$ cat config.mk
export PLATFORM = sky130hd
export DESIGN_NAME = mem_port_arbiter
export DESIGN_NICKNAME = d
export VERILOG_FILES = /design/src/rtl/mem_port_arbiter.sv
export SDC_FILE = /design/constraint.sdc
export NUM_CORES = 1
export LEC_CHECK = 0
export ABC_AREA = 1
export BUFFER_PORTS_ARGS = -buffer_cell sky130_fd_sc_hd__clkbuf_2
export CAP_MARGIN = 10
export CORE_MARGIN = 2
export CORE_UTILIZATION = 47
export CTS_CLUSTER_SIZE = 25
export DETAILED_ROUTE_END_ITERATION = 16
export HOLD_SLACK_MARGIN = 0.06
export PLACE_DENSITY = 0.83
export SYNTH_ARGS = -nofsm -noshare
export SYNTH_HDL_FRONTEND = slang
export SYNTH_SLANG_ARGS = --single-unit
export TNS_END_PERCENT = 20
$ cat constraint.sdc
create_clock -name clk -period 6.43 [get_ports clk]
set_clock_uncertainty 0.15 [all_clocks]
set_input_delay 1.929 -clock clk [delete_from_list [all_inputs] [get_ports clk]]
set_output_delay 1.929 -clock clk [all_outputs]
set_load 0.02 [all_outputs]
$ cat src/rtl/mem_port_arbiter.sv
// mem_port_arbiter
//   Shares the single memory-controller data port between the core
//   load/store path and the CRAS spill/fill path. Only one transaction is in
//   flight at a time. The core is stalled through core_hold while its access
//   is pending. Transactions that wait too long for m_ack are aborted, and a
//   sticky error flag is raised.
//
// Ports
//   clk, Rst             clock, asynchronous active-high reset
//   core_req/we/addr/    core requester; req is a level held until core_ack
//   wdata/be
//   core_rdata/ack/hold  load data with its ack pulse, core stall
//   ras_rd/wr/addr/wdata CRAS requester; rd/wr levels held until ras_rdy
//   ras_rdata/rdy        fill data with its completion pulse
//   m_req/we/addr/       downstream request, registered on grant and held
//   wdata/be             stable for the whole access
//   m_ack/m_rdata        downstream completion pulse and read data
//   timeout_err/err_clr  sticky timeout flag and its clear
//   owner                current or last grant (0 = core, 1 = CRAS)
module mem_port_arbiter #(
  parameter int ADDR_W   = 32,
  parameter int DATA_W   = 32,
  parameter int TIMEOUT  = 255,
  parameter bit RAS_PRIO = 1'b0
) (
  input  logic                clk,
  input  logic                Rst,
  input  logic                core_req,
  input  logic                core_we,
  input  logic [ADDR_W-1:0]   core_addr,
  input  logic [DATA_W-1:0]   core_wdata,
  input  logic [DATA_W/8-1:0] core_be,
  output logic [DATA_W-1:0]   core_rdata,
  output logic                core_ack,
  output logic                core_hold,
  input  logic                ras_rd,
  input  logic                ras_wr,
  input  logic [ADDR_W-1:0]   ras_addr,
  input  logic [DATA_W-1:0]   ras_wdata,
  output logic [DATA_W-1:0]   ras_rdata,
  output logic                ras_rdy,
  output logic                m_req,
  output logic                m_we,
  output logic [ADDR_W-1:0]   m_addr,
  output logic [DATA_W-1:0]   m_wdata,
  output logic [DATA_W/8-1:0] m_be,
  input  logic                m_ack,
  input  logic [DATA_W-1:0]   m_rdata,
  output logic                timeout_err,
  input  logic                err_clr,
  output logic                owner
);

  localparam int BE_W  = DATA_W / 8;
  // The counter only has to reach TIMEOUT-1; the abort fires on the cycle
  // whose increment would reach TIMEOUT.
  localparam int CNT_W = (TIMEOUT > 1) ? $clog2(TIMEOUT) : 1;

  typedef enum logic [1:0] {IDLE, BUSY_CORE, BUSY_RAS, RESP} state_t;

  state_t              state_q, state_d;
  logic                m_req_q, m_req_d;
  logic                m_we_q, m_we_d;
  logic [ADDR_W-1:0]   m_addr_q, m_addr_d;
  logic [DATA_W-1:0]   m_wdata_q, m_wdata_d;
  logic [BE_W-1:0]     m_be_q, m_be_d;
  logic [DATA_W-1:0]   core_rdata_q, core_rdata_d;
  logic [DATA_W-1:0]   ras_rdata_q, ras_rdata_d;
  logic                core_ack_q, core_ack_d;
  logic                ras_rdy_q, ras_rdy_d;
  logic                timeout_err_q, timeout_err_d;
  logic                owner_q, owner_d;
  logic                last_ras_q, last_ras_d;
  logic [CNT_W-1:0]    cnt_q, cnt_d;

  logic                ras_any;
  logic                core_wins;
  logic                timed_out;

  // Next-state logic. Arbitration happens only in IDLE. RESP is a single
  // cycle that carries the completion pulse, so the requester can drop its
  // level before the next grant decision.
  always_comb begin
    state_d       = state_q;
    m_req_d       = m_req_q;
    m_we_d        = m_we_q;
    m_addr_d      = m_addr_q;
    m_wdata_d     = m_wdata_q;
    m_be_d        = m_be_q;
    core_rdata_d  = core_rdata_q;
    ras_rdata_d   = ras_rdata_q;
    core_ack_d    = 1'b0;
    ras_rdy_d     = 1'b0;
    owner_d       = owner_q;
    last_ras_d    = last_ras_q;
    cnt_d         = cnt_q;
    // A new timeout is applied after the clear, so it wins over err_clr.
    timeout_err_d = timeout_err_q & ~err_clr;

    ras_any   = ras_rd | ras_wr;
    // On a tie the core wins only under round-robin when CRAS was served last.
    core_wins = core_req & (~ras_any | (~RAS_PRIO & last_ras_q));
    timed_out = (TIMEOUT != 0) && (int'(cnt_q) == TIMEOUT - 1);

    case (state_q)
      IDLE: begin
        if (core_wins) begin
          state_d    = BUSY_CORE;
          m_req_d    = 1'b1;
          m_we_d     = core_we;
          m_addr_d   = core_addr;
          m_wdata_d  = core_wdata;
          m_be_d     = core_be;
          owner_d    = 1'b0;
          last_ras_d = 1'b0;
          cnt_d      = '0;
        end else if (ras_any) begin
          state_d    = BUSY_RAS;
          m_req_d    = 1'b1;
          m_we_d     = ras_wr;
          m_addr_d   = ras_addr;
          m_wdata_d  = ras_wdata;
          m_be_d     = '1;
          owner_d    = 1'b1;
          last_ras_d = 1'b1;
          cnt_d      = '0;
        end
      end
      BUSY_CORE, BUSY_RAS: begin
        // m_ack is tested first, so an ack arriving in the timeout cycle
        // completes normally without raising the error.
        if (m_ack || timed_out) begin
          state_d = RESP;
          m_req_d = 1'b0;
          if (state_q == BUSY_CORE) begin
            core_ack_d = 1'b1;
          end else begin
            ras_rdy_d = 1'b1;
          end
          if (!m_ack) begin
            timeout_err_d = 1'b1;
            if (state_q == BUSY_CORE) begin
              core_rdata_d = '0;
            end else begin
              ras_rdata_d = '0;
            end
          end else if (!m_we_q) begin
            if (state_q == BUSY_CORE) begin
              core_rdata_d = m_rdata;
            end else begin
              ras_rdata_d = m_rdata;
            end
          end
        end else begin
          cnt_d = cnt_q + 1'b1;
        end
      end
      RESP: begin
        state_d = IDLE;
      end
      default: begin
        state_d = IDLE;
      end
    endcase
  end

  // State and registered outputs. The last-grant pointer resets to CRAS so
  // that the core wins the first tie.
  always_ff @(posedge clk or posedge Rst) begin
    if (Rst) begin
      state_q       <= IDLE;
      m_req_q       <= 1'b0;
      m_we_q        <= 1'b0;
      m_addr_q      <= '0;
      m_wdata_q     <= '0;
      m_be_q        <= '0;
      core_rdata_q  <= '0;
      ras_rdata_q   <= '0;
      core_ack_q    <= 1'b0;
      ras_rdy_q     <= 1'b0;
      timeout_err_q <= 1'b0;
      owner_q       <= 1'b0;
      last_ras_q    <= 1'b1;
      cnt_q         <= '0;
    end else begin
      state_q       <= state_d;
      m_req_q       <= m_req_d;
      m_we_q        <= m_we_d;
      m_addr_q      <= m_addr_d;
      m_wdata_q     <= m_wdata_d;
      m_be_q        <= m_be_d;
      core_rdata_q  <= core_rdata_d;
      ras_rdata_q   <= ras_rdata_d;
      core_ack_q    <= core_ack_d;
      ras_rdy_q     <= ras_rdy_d;
      timeout_err_q <= timeout_err_d;
      owner_q       <= owner_d;
      last_ras_q    <= last_ras_d;
      cnt_q         <= cnt_d;
    end
  end

  assign m_req       = m_req_q;
  assign m_we        = m_we_q;
  assign m_addr      = m_addr_q;
  assign m_wdata     = m_wdata_q;
  assign m_be        = m_be_q;
  assign core_rdata  = core_rdata_q;
  assign ras_rdata   = ras_rdata_q;
  assign core_ack    = core_ack_q;
  assign ras_rdy     = ras_rdy_q;
  assign timeout_err = timeout_err_q;
  assign owner       = owner_q;
  // The stall drops in the ack cycle itself, so the core can move on then.
  assign core_hold   = core_req & ~core_ack_q;

endmodule

=== Yosys cells after proc, flatten, opt, wreduce, memory -nomap -nowiden ===
Cells that the tools add are included.
Widths: inputs -> output; s select.

* Flip-flop bits (word level): 149
* Bits in latches: 0
* Bits in writable memories: 0
* ROM bits: 0
* Input port bits: 172
* Memories kept: 0

* Add/subtract/negate cells: 1
* Multiply operators: 0
* Div/mod/pow operators: 0
* Magnitude comparators: 0
* Equality and inequality tests: 10
* Shift-type cells: 0
* Multiplexer cells: 38
* Bitwise logic cells: 8
* Reductions and logical operators: 13

{| class="wikitable"
|+ Operators with widths
! cell !! number
|-
| $mux 32 || 12
|-
| $mux 8 || 3
|-
| $pmux 8 s2 || 1
|-
| $mux 1 || 15
|-
| $ne 2x2->1 const B || 5
|-
| $reduce_and 5->1 || 2
|-
| $add 8x1->8 const B || 1
|-
| $eq 8x2->1 const B || 1
|-
| $mux 4 || 2
|-
| $reduce_bool 2->1 || 4
|-
| $mux 2 || 3
|-
| $pmux 2 s3 || 1
|-
| $reduce_and 3->1 || 2
|-
| $eq 2x2->1 const B || 2
|-
| $reduce_and 2->1 || 2
|-
| $and 1x1->1 || 3
|-
| $ne 3x3->1 const B || 1
|-
| $not 1->1 || 3
|-
| $eq 2x1->1 const B || 1
|-
| $logic_not 2->1 || 1
|-
| $or 1x1->1 || 2
|-
| $pmux 1 s2 || 1
|-
| $reduce_or 2->1 || 1
|-
| $logic_or 1x1->1 || 1
|}

=== Depth between registers and ports, before layout ===
Gate-level depths: netlist of run 1.

* Depth in word-level cells: 6
* Depth in mapped cells: 10
* Gate-level depth less buffers: 10

=== Worst setup path before layout of run 1 ===
No wires, ideal clock.

* Path kind: input-to-output
* Start: input port core_req
* End: output port core_hold
* Arrival: 2.239 ns
* Data required time: 4.351 ns
* Setup slack: 2.112 ns
* Stages on the path: 2
* Cells stage by stage: inv_1 -> nor2_1

* Cells in the longest elaborated chain, start to end: 1

{| class="wikitable"
|+ RTL lines
! what !! RTL line !! text
|-
| start: declaration || 28 || <nowiki>input logic core_req,</nowiki>
|-
| $and 1x1->1 || 215 || <nowiki>assign core_hold = core_req & ~core_ack_q;</nowiki>
|-
| end: declaration || 35 || <nowiki>output logic core_hold,</nowiki>
|}

Every way passes these cells.

=== Worst setup path in the final report of run 1 ===
Ends and elaborated chain as after synthesis.

==> results of run 1 <==
## state kept, by name, indices dropped and copies added, names as in the netlist, 2 cells and up
register / cells
cnt_q: 8
core_rdata: 32
m_addr: 32
m_be: 4
m_wdata: 32
ras_rdata: 32
state_q: 2
## how the worst max path moves through the flow
| stage | end | slack, ns | depth (start not counted) |
|---|---|---|---|
| 6_report | core_hold | 1.97 | 4 |
| 5_1_grt | core_hold | 1.94 | 4 |
| 4_1_cts | core_hold | 1.97 | 4 |
| 3_5_place_dp | core_hold | 1.97 | 4 |
| 3_3_place_gp | core_hold | 1.97 | 4 |
| 2_1_floorplan | cnt_q[0] | 0.34 | 1 |
## area by class of cell
cell class,instances,area [sq um]
Multi-Input combinational cell,530,2500
Tap cell,180,225
Fill cell,1186,5090
Clock inverter,13,183
Timing Repair Buffer,315,1590
Sequential cell,149,3730
Clock buffer,18,439
Inverter,19,76.3
## power by group
group          internal (mW)  leakage, nW  switching [mW]
Sequential              1.39         1.82           0.251
Combinational          0.687         2.48            1.45
Clock                  0.656        0.294           0.383
Total                   2.73         4.60            2.08
## per-layer routing
metal	part of all wire, %	up-vias	track usage, %	wire length, um
li1	-	3000	-	-
met1	40	2821	28.4	7460
met2	48	248	40.1	8940
met3	8.9	31	9.06	1660
met4	2.5	0	10.3	458
met5	0	-	0	0
## logic make-up (layout without fill, tap and decap cells)
logic type                 after synthesis  after routing  synth area share [%]
AOI/OAI and AO/OA                      147            147                  14.2
and+or+nand+nor                        377            377                  22.5
buffers and inverters                   64            365                  5.95
xor gates and xnor gates                 2              2                 0.265
DFF                                    149            149                  56.3
adders and majority gates                4              4                 0.756
## worst register-to-register path, stage by stage (launching register included)
cell and delay, ns:
sky130_fd_sc_hd__dfrtp_1 0.40, sky130_fd_sc_hd__inv_1 0.07, sky130_fd_sc_hd__ha_1 0.25, sky130_fd_sc_hd__inv_2 0.11, sky130_fd_sc_hd__nor2_4 0.39, sky130_fd_sc_hd__buf_4 0.89
sky130_fd_sc_hd__nor2_1 0.22, sky130_fd_sc_hd__a31oi_1 0.23
## layout by cell type (no fill, tap or decap), drive strengths merged, types with 5 or more instances in the layout
| cell | count |
|---|---|
| clkbuf | 328 |
| nand2 | 286 |
| dfrtp | 148 |
| nor2 | 81 |
| o21ai | 76 |
| a31oi | 65 |
| inv | 19 |
| nand3 | 8 |
| buf | 5 |
| clkinv | 5 |
==> implementation parameters, run 1 <==
Parameter                              Value

Routing
  Avg WL per Cell ... 15.1 um
  Number of DRC violations after detailed routing ... 0
  Total length of routed wires ... 18500 um
  Remaining antenna violation count after routing ... 0
  Mean number of vias per cell ... 4.98
  Drt pass-1 iters ... 5
  Iter 0 DRT Violations ... around 350
  Detailed-route via count ... 6100

Critical path
  Crit path top cell by count ... sky130_fd_sc_hd__clkbuf_2
  Cell count of the worst reg-to-reg path ... 7
  Cell type of the slowest stage on the worst timing path ... sky130_fd_sc_hd__clkbuf_2
  Critical path, cell by cell ... clkbuf_2, inv_1, nor2_1, clkbuf_2
  Maximum single-stage delay on the critical path ... 0.17 ns
  Kind of capture point of the worst setup path ... output pin
  Required time worst endpoint ... 4.35 ns
  Launch point of the worst path ... core_req
  Data arrival at the endpoint of the critical path ... roughly 2.4 ns
  Buffers plus inverters on the worst setup path ... 3
  Path type of the worst setup path ... in -> out
  Critical path's top delay family ... buffers and inverters
  Worst setup slack for register-to-register paths ... 3.63 ns
  Sort of element at the start of the critical path ... input port
  Reg2Reg Launch Point ... state_q[0]
  Peak fanout along the critical path ... 3
  Reg-to-Reg End ... m_addr[6]

Yosys
  Synthesized area ... 6620 sq um
  Net count of the mapped netlist ... roughly 920
  Cell count after synthesis ... 743
  Warnings from Yosys ... 0
  Most used DFF post-synth ... sky130_fd_sc_hd__dfrtp_1
  Post-synthesis async set-or-reset flop share ... 100%
  Total of flip-flops plus latches after synthesis ... between 100 and 150
  Synth cell types ... 27
  Post-synth EDFFs ... 0
  Top cell types by occurrence after synthesis ... sky130_fd_sc_hd__nand2_1 (279), sky130_fd_sc_hd__dfrtp_1 (148), sky130_fd_sc_hd__nor2_1 (78), sky130_fd_sc_hd__a31oi_1 (65), sky130_fd_sc_hd__o21ai_2 (32)
  Sequential share of the synthesized area ... 56.3%
  Largest area contributor in the netlist ... sky130_fd_sc_hd__dfrtp_1
  Synthesized area divided by synthesized cell count ... 8.91 sq um
  Top cell type's share of synthesized area ... 55.9%
  Library cell with the highest instance count after synthesis ... sky130_fd_sc_hd__nand2_1
  Top cells by area in the synthesized netlist ... sky130_fd_sc_hd__dfrtp_1 (56%), sky130_fd_sc_hd__nand2_1 (16%), sky130_fd_sc_hd__a31oi_1 (6.1%), sky130_fd_sc_hd__nor2_1 (4.4%), sky130_fd_sc_hd__o21ai_2 (4.2%)

Timing
  Final worst-path setup slack ... ~2 ns
  Min Tclk post-route ... 4.46 ns
  Final setup fails ... 0
  Setup TNS ... 0 ns
  Relative max-transition margin ... 26.5%
  Max Freq ... 224 MHz
  RSZ-0062 raised after global routing ... no
  Hold violation total from the final report ... 0
  Final Hold Slack ... 0.322 ns
  Worst-Margin Slew ... 1.10 ns
  Ratio of final minimum period to clock period ... 69.3%
  Max-slew violation count ... 0

Clock tree
  Clk Latency, worst-skew pair ... slightly above 0.4 ns
  Setup Buffers After CTS ... 0
  Clock tree from TritonCTS ... done
  Clock transition at the registers of the reported paths ... 0.06 ns
  CTS Buf Count ... 17
  Number of buffers inserted by hold repair at cts ... 0
  Maximum buffer depth of the clock tree ... 2
  Cell chosen for the clock root ... sky130_fd_sc_hd__clkbuf_16
  Number of levels in the clock H-tree ... 4
  Clock sink count ... 149
  Resize count post-CTS ... 0

Floorplanning
  Placeable core region ... 13800 sq um
  Die outline area ... 15100 sq um
  Effective utilization at floorplan ... between 40 and 50%
  Y dimension of the die ... 123 um
  I/O Pins ... ~310
  Die width ... 123 um
  Standard-cell rows ... between 40 and 50

Job
  Maxcap violations ... 0

Cells and area
  Synthesis-to-layout area growth ... 32.0%
  Final standard cell utilization of the core ... a little over three fifths
  Layout net count ... 1208
  Ratio of cells with drive above 1 in the final layout ... a little under two fifths
  Filler-free cell count of the finished design ... 1224
  Finished Cell Area ... 8740 sq um
  Antenna Cells ... 0

Worst hold path
  Instance count along the most critical hold path ... 2
  Worst Hold Class ... reg -> reg
  Launch instance of the worst min-delay path ... state_q[1]
  Endpoint of the worst hold-timing path ... state_q[1]

GRT
  Maximum number of pins on one net before global-route repair ... 117
  Total congestion overflow after global routing ... 0
  Global routing usage summed across all routing layers ... between 20% and 30%
  Global-route wire length before repair ... 28300 um
  Vias in the first global route ... 5769
  Initial antenna violation count ... 0

Pwr
  Peak supply drop ... 0.290 mV
  P per Cell Area ... 551 nW/um^2
  Final Total Pwr ... between 4 and 5 mW
  Pleak ... 4.60 nW

Placed design
  # placed instances ... between 1000 and 1500
  Worst-case setup slack after placement ... 1.97 ns
  Half-perimeter wire length of the detailed placement result ... ~13000 um
  Cell area reported after detailed placement ... 8120 sq um
  Number of input and output port buffers inserted ... between 300 and 400
  Gpl congestion ... 0.860

Run status
  Status ... completed
Power figures use the tool's default switching activity.
==> run 2, diff against run 1 <==
--- a/config.mk
+++ b/config.mk
@@ -5,15 +5,15 @@
 export SDC_FILE = /design/constraint.sdc
 export NUM_CORES = 1
 export LEC_CHECK = 0
-export ABC_AREA = 1
+export ABC_AREA = 0
 export BUFFER_PORTS_ARGS = -buffer_cell sky130_fd_sc_hd__clkbuf_2
 export CAP_MARGIN = 10
 export CORE_MARGIN = 2
-export CORE_UTILIZATION = 47
+export CORE_UTILIZATION = 46
 export CTS_CLUSTER_SIZE = 25
 export DETAILED_ROUTE_END_ITERATION = 16
 export HOLD_SLACK_MARGIN = 0.06
-export PLACE_DENSITY = 0.83
+export PLACE_DENSITY = 0.82
 export SYNTH_ARGS = -nofsm -noshare
 export SYNTH_HDL_FRONTEND = slang
 export SYNTH_SLANG_ARGS = --single-unit
==> constraint.sdc (replaced) <==
create_clock -name clk -period 4.45 [get_ports clk]
set_clock_uncertainty 0.15 [all_clocks]
set_input_delay 1.335 -clock clk [delete_from_list [all_inputs] [get_ports clk]]
set_output_delay 1.335 -clock clk [all_outputs]
set_load 0.02 [all_outputs]
==> implementation parameters, run 2 <==
Parameter                              Value

GRT
  Vias in the first global route ... 5241 (-9.2%)
  Global-route wire length before repair ... 27300 um (-3.6%)
  Total congestion overflow after global routing ... 0 (unchanged)
  Global routing usage summed across all routing layers ... 24.3% (about the same)
  Initial antenna violation count ... 1 (+1)
  Maximum number of pins on one net before global-route repair ... 150 (+28%)

Timing
  RSZ-0062 raised after global routing ... no
  Max Freq ... 302 MHz
  Ratio of final minimum period to clock period ... 74.5%
  Hold violation total from the final report ... 0 (unchanged)
  Final setup fails ... 0 (unchanged)
  Worst-Margin Slew ... 0.887 ns (-0.216 ns)
  Final worst-path setup slack ... 1.14 ns (-0.837 ns)
  Setup TNS ... 0 ns (unchanged)
  Min Tclk post-route ... 3.31 ns
  Max-slew violation count ... 0 (unchanged)
  Relative max-transition margin ... 40.8% (+14 points)

Floorplanning
  Die width ... 122 um (-0.87%)
  Placeable core region ... 13400 sq um (-3.1%)
  Standard-cell rows ... 42 (-2.3%)
  Effective utilization at floorplan ... 47.5% (-0.39 points)
  Y dimension of the die ... 122 um (-0.87%)
  Die outline area ... 14800 sq um (-1.7%)
  I/O Pins ... 311 (unchanged)

Yosys
  Library cell with the highest instance count after synthesis ... sky130_fd_sc_hd__dfrtp_1
  Synthesized area divided by synthesized cell count ... 12.1 sq um (+36%)
  Post-synthesis async set-or-reset flop share ... 100% (unchanged)
  Top cell type's share of synthesized area ... 58.2% (+2.3 points)
  Top cell types by occurrence after synthesis ... sky130_fd_sc_hd__dfrtp_1 (148), sky130_fd_sc_hd__nand2_1 (71), sky130_fd_sc_hd__mux2i_1 (66), sky130_fd_sc_hd__a22o_1 (63), sky130_fd_sc_hd__o21ai_0 (62)
  Total of flip-flops plus latches after synthesis ... 149 (unchanged)
  Post-synth EDFFs ... 0 (unchanged)
  Synthesized area ... 6360 sq um (-3.9%)
  Top cells by area in the synthesized netlist ... sky130_fd_sc_hd__dfrtp_1 (58%), sky130_fd_sc_hd__mux2i_1 (10%), sky130_fd_sc_hd__a22o_1 (8.7%), sky130_fd_sc_hd__o21ai_0 (4.9%), sky130_fd_sc_hd__nand2_1 (4.2%)
  Synth cell types ... 47 (+74%)
  Largest area contributor in the netlist ... sky130_fd_sc_hd__dfrtp_1
  Warnings from Yosys ... 0 (unchanged)
  Cell count after synthesis ... 525 (-29%)
  Net count of the mapped netlist ... 701 (-24%)
  Most used DFF post-synth ... sky130_fd_sc_hd__dfrtp_1
  Sequential share of the synthesized area ... 58.6% (+2.3 points)

Critical path
  Path type of the worst setup path ... in -> out
  Required time worst endpoint ... 2.96 ns (-1.39 ns)
  Peak fanout along the critical path ... 5 (+2)
  Maximum single-stage delay on the critical path ... 0.17 ns (about the same)
  Kind of capture point of the worst setup path ... output pin
  Critical path, cell by cell ... clkbuf_2, nor2b_1, clkbuf_2
  Cell type of the slowest stage on the worst timing path ... sky130_fd_sc_hd__clkbuf_2
  Crit path top cell by count ... sky130_fd_sc_hd__clkbuf_2
  Data arrival at the endpoint of the critical path ... 1.83 ns (-0.55 ns)
  Sort of element at the start of the critical path ... input port

Routing
  Drt pass-1 iters ... 4 (-1)
  Detailed-route via count ... 5266 (-14%)
  Remaining antenna violation count after routing ... 0 (unchanged)
  Mean number of vias per cell ... 5.19 (+4.1%)
  Total length of routed wires ... 17800 um (-3.9%)
  Avg WL per Cell ... 17.5 um (+16%)
  Number of DRC violations after detailed routing ... 0 (unchanged)
  Iter 0 DRT Violations ... 258 (-25%)

Clock tree
  Number of levels in the clock H-tree ... 4 (unchanged)
  Clock tree from TritonCTS ... done
  Number of buffers inserted by hold repair at cts ... 0 (unchanged)
  CTS Buf Count ... 17 (unchanged)
  Setup Buffers After CTS ... 0 (unchanged)
  Clk Latency, worst-skew pair ... 0.41 ns (about the same)
  Clock sink count ... 149 (unchanged)
  Cell chosen for the clock root ... sky130_fd_sc_hd__clkbuf_16
  Maximum buffer depth of the clock tree ... 2 (unchanged)
  Resize count post-CTS ... 0 (unchanged)
  Clock transition at the registers of the reported paths ... 0.06 ns (about the same)

Cells and area
  Most frequent cells in the layout ... sky130_fd_sc_hd__clkbuf_2 (310), sky130_fd_sc_hd__dfrtp_1 (148), sky130_fd_sc_hd__nand2_1 (71), sky130_fd_sc_hd__mux2i_1 (66), sky130_fd_sc_hd__a22o_1 (63)
  Final standard cell utilization of the core ... 64.6% (+1.4 points)
  Ratio of cells with drive above 1 in the final layout ... 43.3% (+5.7 points)
  Commonest non-fill, non-tap cell in the layout ... sky130_fd_sc_hd__clkbuf_2
  Filler-free cell count of the finished design ... 1015 (-17%)
  Layout net count ... 1001 (-17%)
  Synthesis-to-layout area growth ... 36.0%

Worst hold path
  Worst Hold Class ... reg -> reg

Run status
  Status ... completed

Placed design
  Half-perimeter wire length of the detailed placement result ... 12800 um (-2.9%)
  Worst-case setup slack after placement ... 1.14 ns (-0.825 ns)
  Number of input and output port buffers inserted ... 310 (unchanged)
  # placed instances ... 982 (-18%)
  Gpl congestion ... 0.844 (-1.9%)

Pwr
  Pleak ... 4.77 nW (+3.8%)
  P per Cell Area ... 802 nW/um^2 (+46%)
  Final Total Pwr ... 6.94 mW (+44%)
  Peak supply drop ... 0.464 mV (+60%)

Job
  Maxcap violations ... 0 (unchanged)
==> run 2: kinds of logic (layout without fill, tap and decap cells) <==
| kind of cell | Yosys count | in the layout | share of synthesized area [%] |
|---|---|---|---|
| flops | 149 | 149 | 58.6 |
| xor+xnor | 1 | 1 | 0.138 |
| mux | 68 | 68 | 10.8 |
| compound gates | 160 | 160 | 17.8 |
| simple gates | 101 | 101 | 7.39 |
| fa+ha+maj | 4 | 4 | 0.787 |
| buf+inv | 42 | 355 | 4.52 |
| other cells | 0 | 1 | 0 |
==> run 2: routing by layer <==
layer	up-vias	track usage (%)	wire length [um]
met2	231	40.3	8790
li1	2507	-	-
met5	-	0	0
met4	0	8.76	287
met1	2508	28.9	7130
met3	20	9.50	1570
==> run 2: path summary, 6_finish.rpt <==
check / startpoint / endpoint / slack (ns) / cells after the start
min in group asynchronous: Rst / ras_rdata[17] / 0.98 / 3
max in group asynchronous: Rst / m_addr[8] / 2.58 / 3
setup / recovery: core_req / core_hold / 1.14 / 3
hold / removal: m_wdata[17] / m_wdata[17] / 0.33 / 2
setup reg to reg: cnt_q[0] / core_rdata[30] / 2.23 / 6
hold reg to reg: m_wdata[17] / m_wdata[17] / 0.33 / 2
==> run 2: final cells by class <==
cell class | count | area (sq um)
Multi-Input combinational cell | 334 | 2370
Antenna cell | 1 | 2.50
Timing Repair Buffer | 315 | 1630
Fill cell | 1057 | 4740
Inverter | 8 | 33.8
Clock buffer | 18 | 429
Sequential cell | 149 | 3730
Tap cell | 176 | 220
Clock inverter | 14 | 245
==> run 2: critical path: cells and delay by family <==
kind          cells  cell delay [ns]
simple gates      1             0.15
buf+inv           2             0.34
==> run 2: per-stage QoR <==
| step | hold slack (ns) | instance area [sq um] |
|---|---|---|
| after global routing | 0.348 | 8660 |
| after detailed placement | 0.319 | 7980 |
| final | 0.327 | 8660 |
| after global placement | 0.312 | 7980 |
| after CTS | 0.334 | 8650 |
| after floorplan | 0.320 | 6370 |
==> run 2: power breakdown <==
group          total (mW)  switching, mW  internal [mW]
clock                1.64          0.578           1.06
combinational        2.93           1.85           1.08
sequential           2.37          0.381           1.99
==> run 3, diff against run 2 <==
--- a/config.mk
+++ b/config.mk
@@ -9,11 +9,11 @@
 export BUFFER_PORTS_ARGS = -buffer_cell sky130_fd_sc_hd__clkbuf_2
 export CAP_MARGIN = 10
 export CORE_MARGIN = 2
-export CORE_UTILIZATION = 46
+export CORE_UTILIZATION = 42
 export CTS_CLUSTER_SIZE = 25
 export DETAILED_ROUTE_END_ITERATION = 16
 export HOLD_SLACK_MARGIN = 0.06
-export PLACE_DENSITY = 0.82
+export PLACE_DENSITY = 0.79
 export SYNTH_ARGS = -nofsm -noshare
 export SYNTH_HDL_FRONTEND = slang
 export SYNTH_SLANG_ARGS = --single-unit
==> constraint.sdc (replaced) <==
create_clock -name clk -period 2.92 [get_ports clk]
set_clock_uncertainty 0.15 [all_clocks]
set_input_delay 0.876 -clock clk [delete_from_list [all_inputs] [get_ports clk]]
set_output_delay 0.876 -clock clk [all_outputs]
set_load 0.02 [all_outputs]
==> implementation parameters, run 3 (synthesis results as in run 2) <==
Parameter                              Value

Run status
  Status ... completed

Placed design
  Half-perimeter wire length of the detailed placement result ... 13800 um (+8.0%)
  # placed instances ... 1009 (+2.7%)
  Gpl congestion ... 0.836 (-0.97%)
  Number of input and output port buffers inserted ... 310 (unchanged)

Cells and area
  Layout net count ... 1020 (+1.9%)
  Synthesis-to-layout area growth ... 38.3%
  Fillcell total ... 1224 (+16%)
  Commonest non-fill, non-tap cell in the layout ... sky130_fd_sc_hd__clkbuf_2
  Most frequent cells in the layout ... sky130_fd_sc_hd__clkbuf_2 (310), sky130_fd_sc_hd__dfrtp_1 (148), sky130_fd_sc_hd__nand2_1 (71), sky130_fd_sc_hd__mux2i_1 (66), sky130_fd_sc_hd__a22o_1 (63)
  Ratio of cells with drive above 1 in the final layout ... 44.7% (+1.4 points)
  Antenna Cells ... 0 (-1)
  Filler-free cell count of the finished design ... 1041 (+2.6%)
  Final standard cell utilization of the core ... 60.1% (-4.5 points)

Floorplanning
  Standard-cell rows ... 44 (+4.8%)
  Die outline area ... 16200 sq um (+9.2%)
  Effective utilization at floorplan ... 43.5% (-4.0 points)
  I/O Pins ... 311 (unchanged)
  Y dimension of the die ... 127 um (+4.5%)
  Placeable core region ... 14600 sq um (+9.3%)
  Die width ... 127 um (+4.5%)

Timing
  Max-slew violation count ... 0 (unchanged)
  Final Hold Slack ... 0.333 ns (+0.00562 ns)
  Max Freq ... ~420 MHz
  Final setup fails ... 0 (unchanged)
  RSZ-0062 raised after global routing ... no
  Ratio of final minimum period to clock period ... 82.2%
  Worst-Margin Slew ... 0.839 ns (-0.0480 ns)
  Setup TNS ... 0 ns (unchanged)
  Min Tclk post-route ... 2.40 ns
  Relative max-transition margin ... 44.0% (+3.1 points)
  Hold violation total from the final report ... 0 (unchanged)

Clock tree
  Clock tree from TritonCTS ... done
  Maximum buffer depth of the clock tree ... 2 (unchanged)
  Setup Buffers After CTS ... 0 (unchanged)
  CTS Buf Count ... 17 (unchanged)
  Clock transition at the registers of the reported paths ... 0.07 ns (about the same)
  Resize count post-CTS ... 0 (unchanged)
  Clock sink count ... 149 (unchanged)
  Number of levels in the clock H-tree ... 4 (unchanged)
  Number of buffers inserted by hold repair at cts ... 0 (unchanged)
  Cell chosen for the clock root ... sky130_fd_sc_hd__clkbuf_16
  Clk Latency, worst-skew pair ... 0.42 ns (about the same)

Routing
  Number of DRC violations after detailed routing ... 0 (unchanged)
  Mean number of vias per cell ... 5.20 (+0.24%)
  Total length of routed wires ... 18500 um (+4.1%)
  Remaining antenna violation count after routing ... 0 (unchanged)
  Drt pass-1 iters ... 6 (+2)
  Iter 0 DRT Violations ... 271 (+5.0%)
  Detailed-route via count ... 5414 (+2.8%)
  Avg WL per Cell ... 17.8 um (+1.5%)

Pwr
  Peak supply drop ... 0.554 mV (+19%)
  Final Total Pwr ... 10.4 mW (+49%)
  P per Cell Area ... 1180 nW/um^2 (+47%)
  Pleak ... 4.84 nW (+1.5%)

Critical path
  Critical path's top delay family ... buffers and inverters
  Cell type of the slowest stage on the worst timing path ... sky130_fd_sc_hd__clkbuf_2
  Sort of element at the start of the critical path ... input port
  Peak fanout along the critical path ... 5 (unchanged)
  Path type of the worst setup path ... in -> out
  Required time worst endpoint ... 1.89 ns (-1.07 ns)
  Crit path top cell by count ... sky130_fd_sc_hd__clkbuf_2
  Critical path, cell by cell ... clkbuf_2, nor2b_1, clkbuf_2
  Kind of capture point of the worst setup path ... output pin
  Buffers plus inverters on the worst setup path ... 2 (unchanged)
  Maximum single-stage delay on the critical path ... 0.18 ns (about the same)
  Data arrival at the endpoint of the critical path ... 1.37 ns (-0.46 ns)

Worst hold path
  Worst Hold Class ... reg -> reg

Job
  Maxcap violations ... 0 (unchanged)

GRT
  Total congestion overflow after global routing ... 0 (unchanged)
  Maximum number of pins on one net before global-route repair ... 39 (-74%)
  Initial antenna violation count ... 0 (-1)
  Global-route wire length before repair ... 28900 um (+6.1%)
  Vias in the first global route ... 5487 (+4.7%)
  Global routing usage summed across all routing layers ... 23.0% (-1.3 points)
[run 3: power by group]
| part | switching (mW) | leakage, nW | total (mW) | internal (mW) |
|---|---|---|---|---|
| logic | 2.82 | 2.72 | 4.58 | 1.76 |
| clock network | 0.939 | 0.274 | 2.16 | 1.22 |
| registers | 0.595 | 1.85 | 3.63 | 3.03 |
| total | 4.36 | 4.84 | 10.4 | 6.01 |
[run 3: per-layer routing]
layer / up-vias / track usage (%) / share of wire, %
met2: 233 / 39.5 / 50
met1: 2632 / 27.5 / 40
met3: 18 / 7.62 / 8.5
met5: - / 0 / 0
met4: 0 / 7.11 / 1.3
li1: 2531 / - / -
[run 3: per-stage QoR]
step	setup slack, ns	cell area [sq um]
3_5_place_dp	0.475	8220
6_report	0.521	8800
3_3_place_gp	0.524	8220
5_1_grt	0.491	8800
2_1_floorplan	0.0198	6370
4_1_cts	0.519	8800
[run 3: area by class of cell]
class | count | area [sq um] | area share [%]
sequential | 149 | 3730 | 42.4
multi-input combinational | 334 | 2370 | 26.9
timing repair buffer | 334 | 1860 | 21.1
clock buffer | 18 | 439 | 4.99
tap | 184 | 230 | 2.62
clock inverter | 14 | 144 | 1.63
inverter | 8 | 33.8 | 0.384
[run 3: path summary, 6_finish.rpt]
| check | start | to | slack [ns] | depth (start not counted) |
|---|---|---|---|---|
| setup / recovery | core_req | core_hold | 0.52 | 3 |
| hold / removal | m_wdata[5] | m_wdata[5] | 0.33 | 2 |
| setup reg to reg | state_q[0] | cnt_q[3] | 0.73 | 6 |
| hold reg to reg | m_wdata[5] | m_wdata[5] | 0.33 | 2 |
| max in group asynchronous | Rst | last_ras_q | 1.50 | 3 |
| min in group asynchronous | Rst | core_rdata[31] | 0.46 | 2 |
[run 3: tightest hold or removal path: cells and delay by family, from the launching register on]
family | cells | cell delay [ns]
AOI/OAI and AO/OA | 1 | 0.06
and+or+nand+nor | 1 | 0.05
DFF | 1 | 0.34
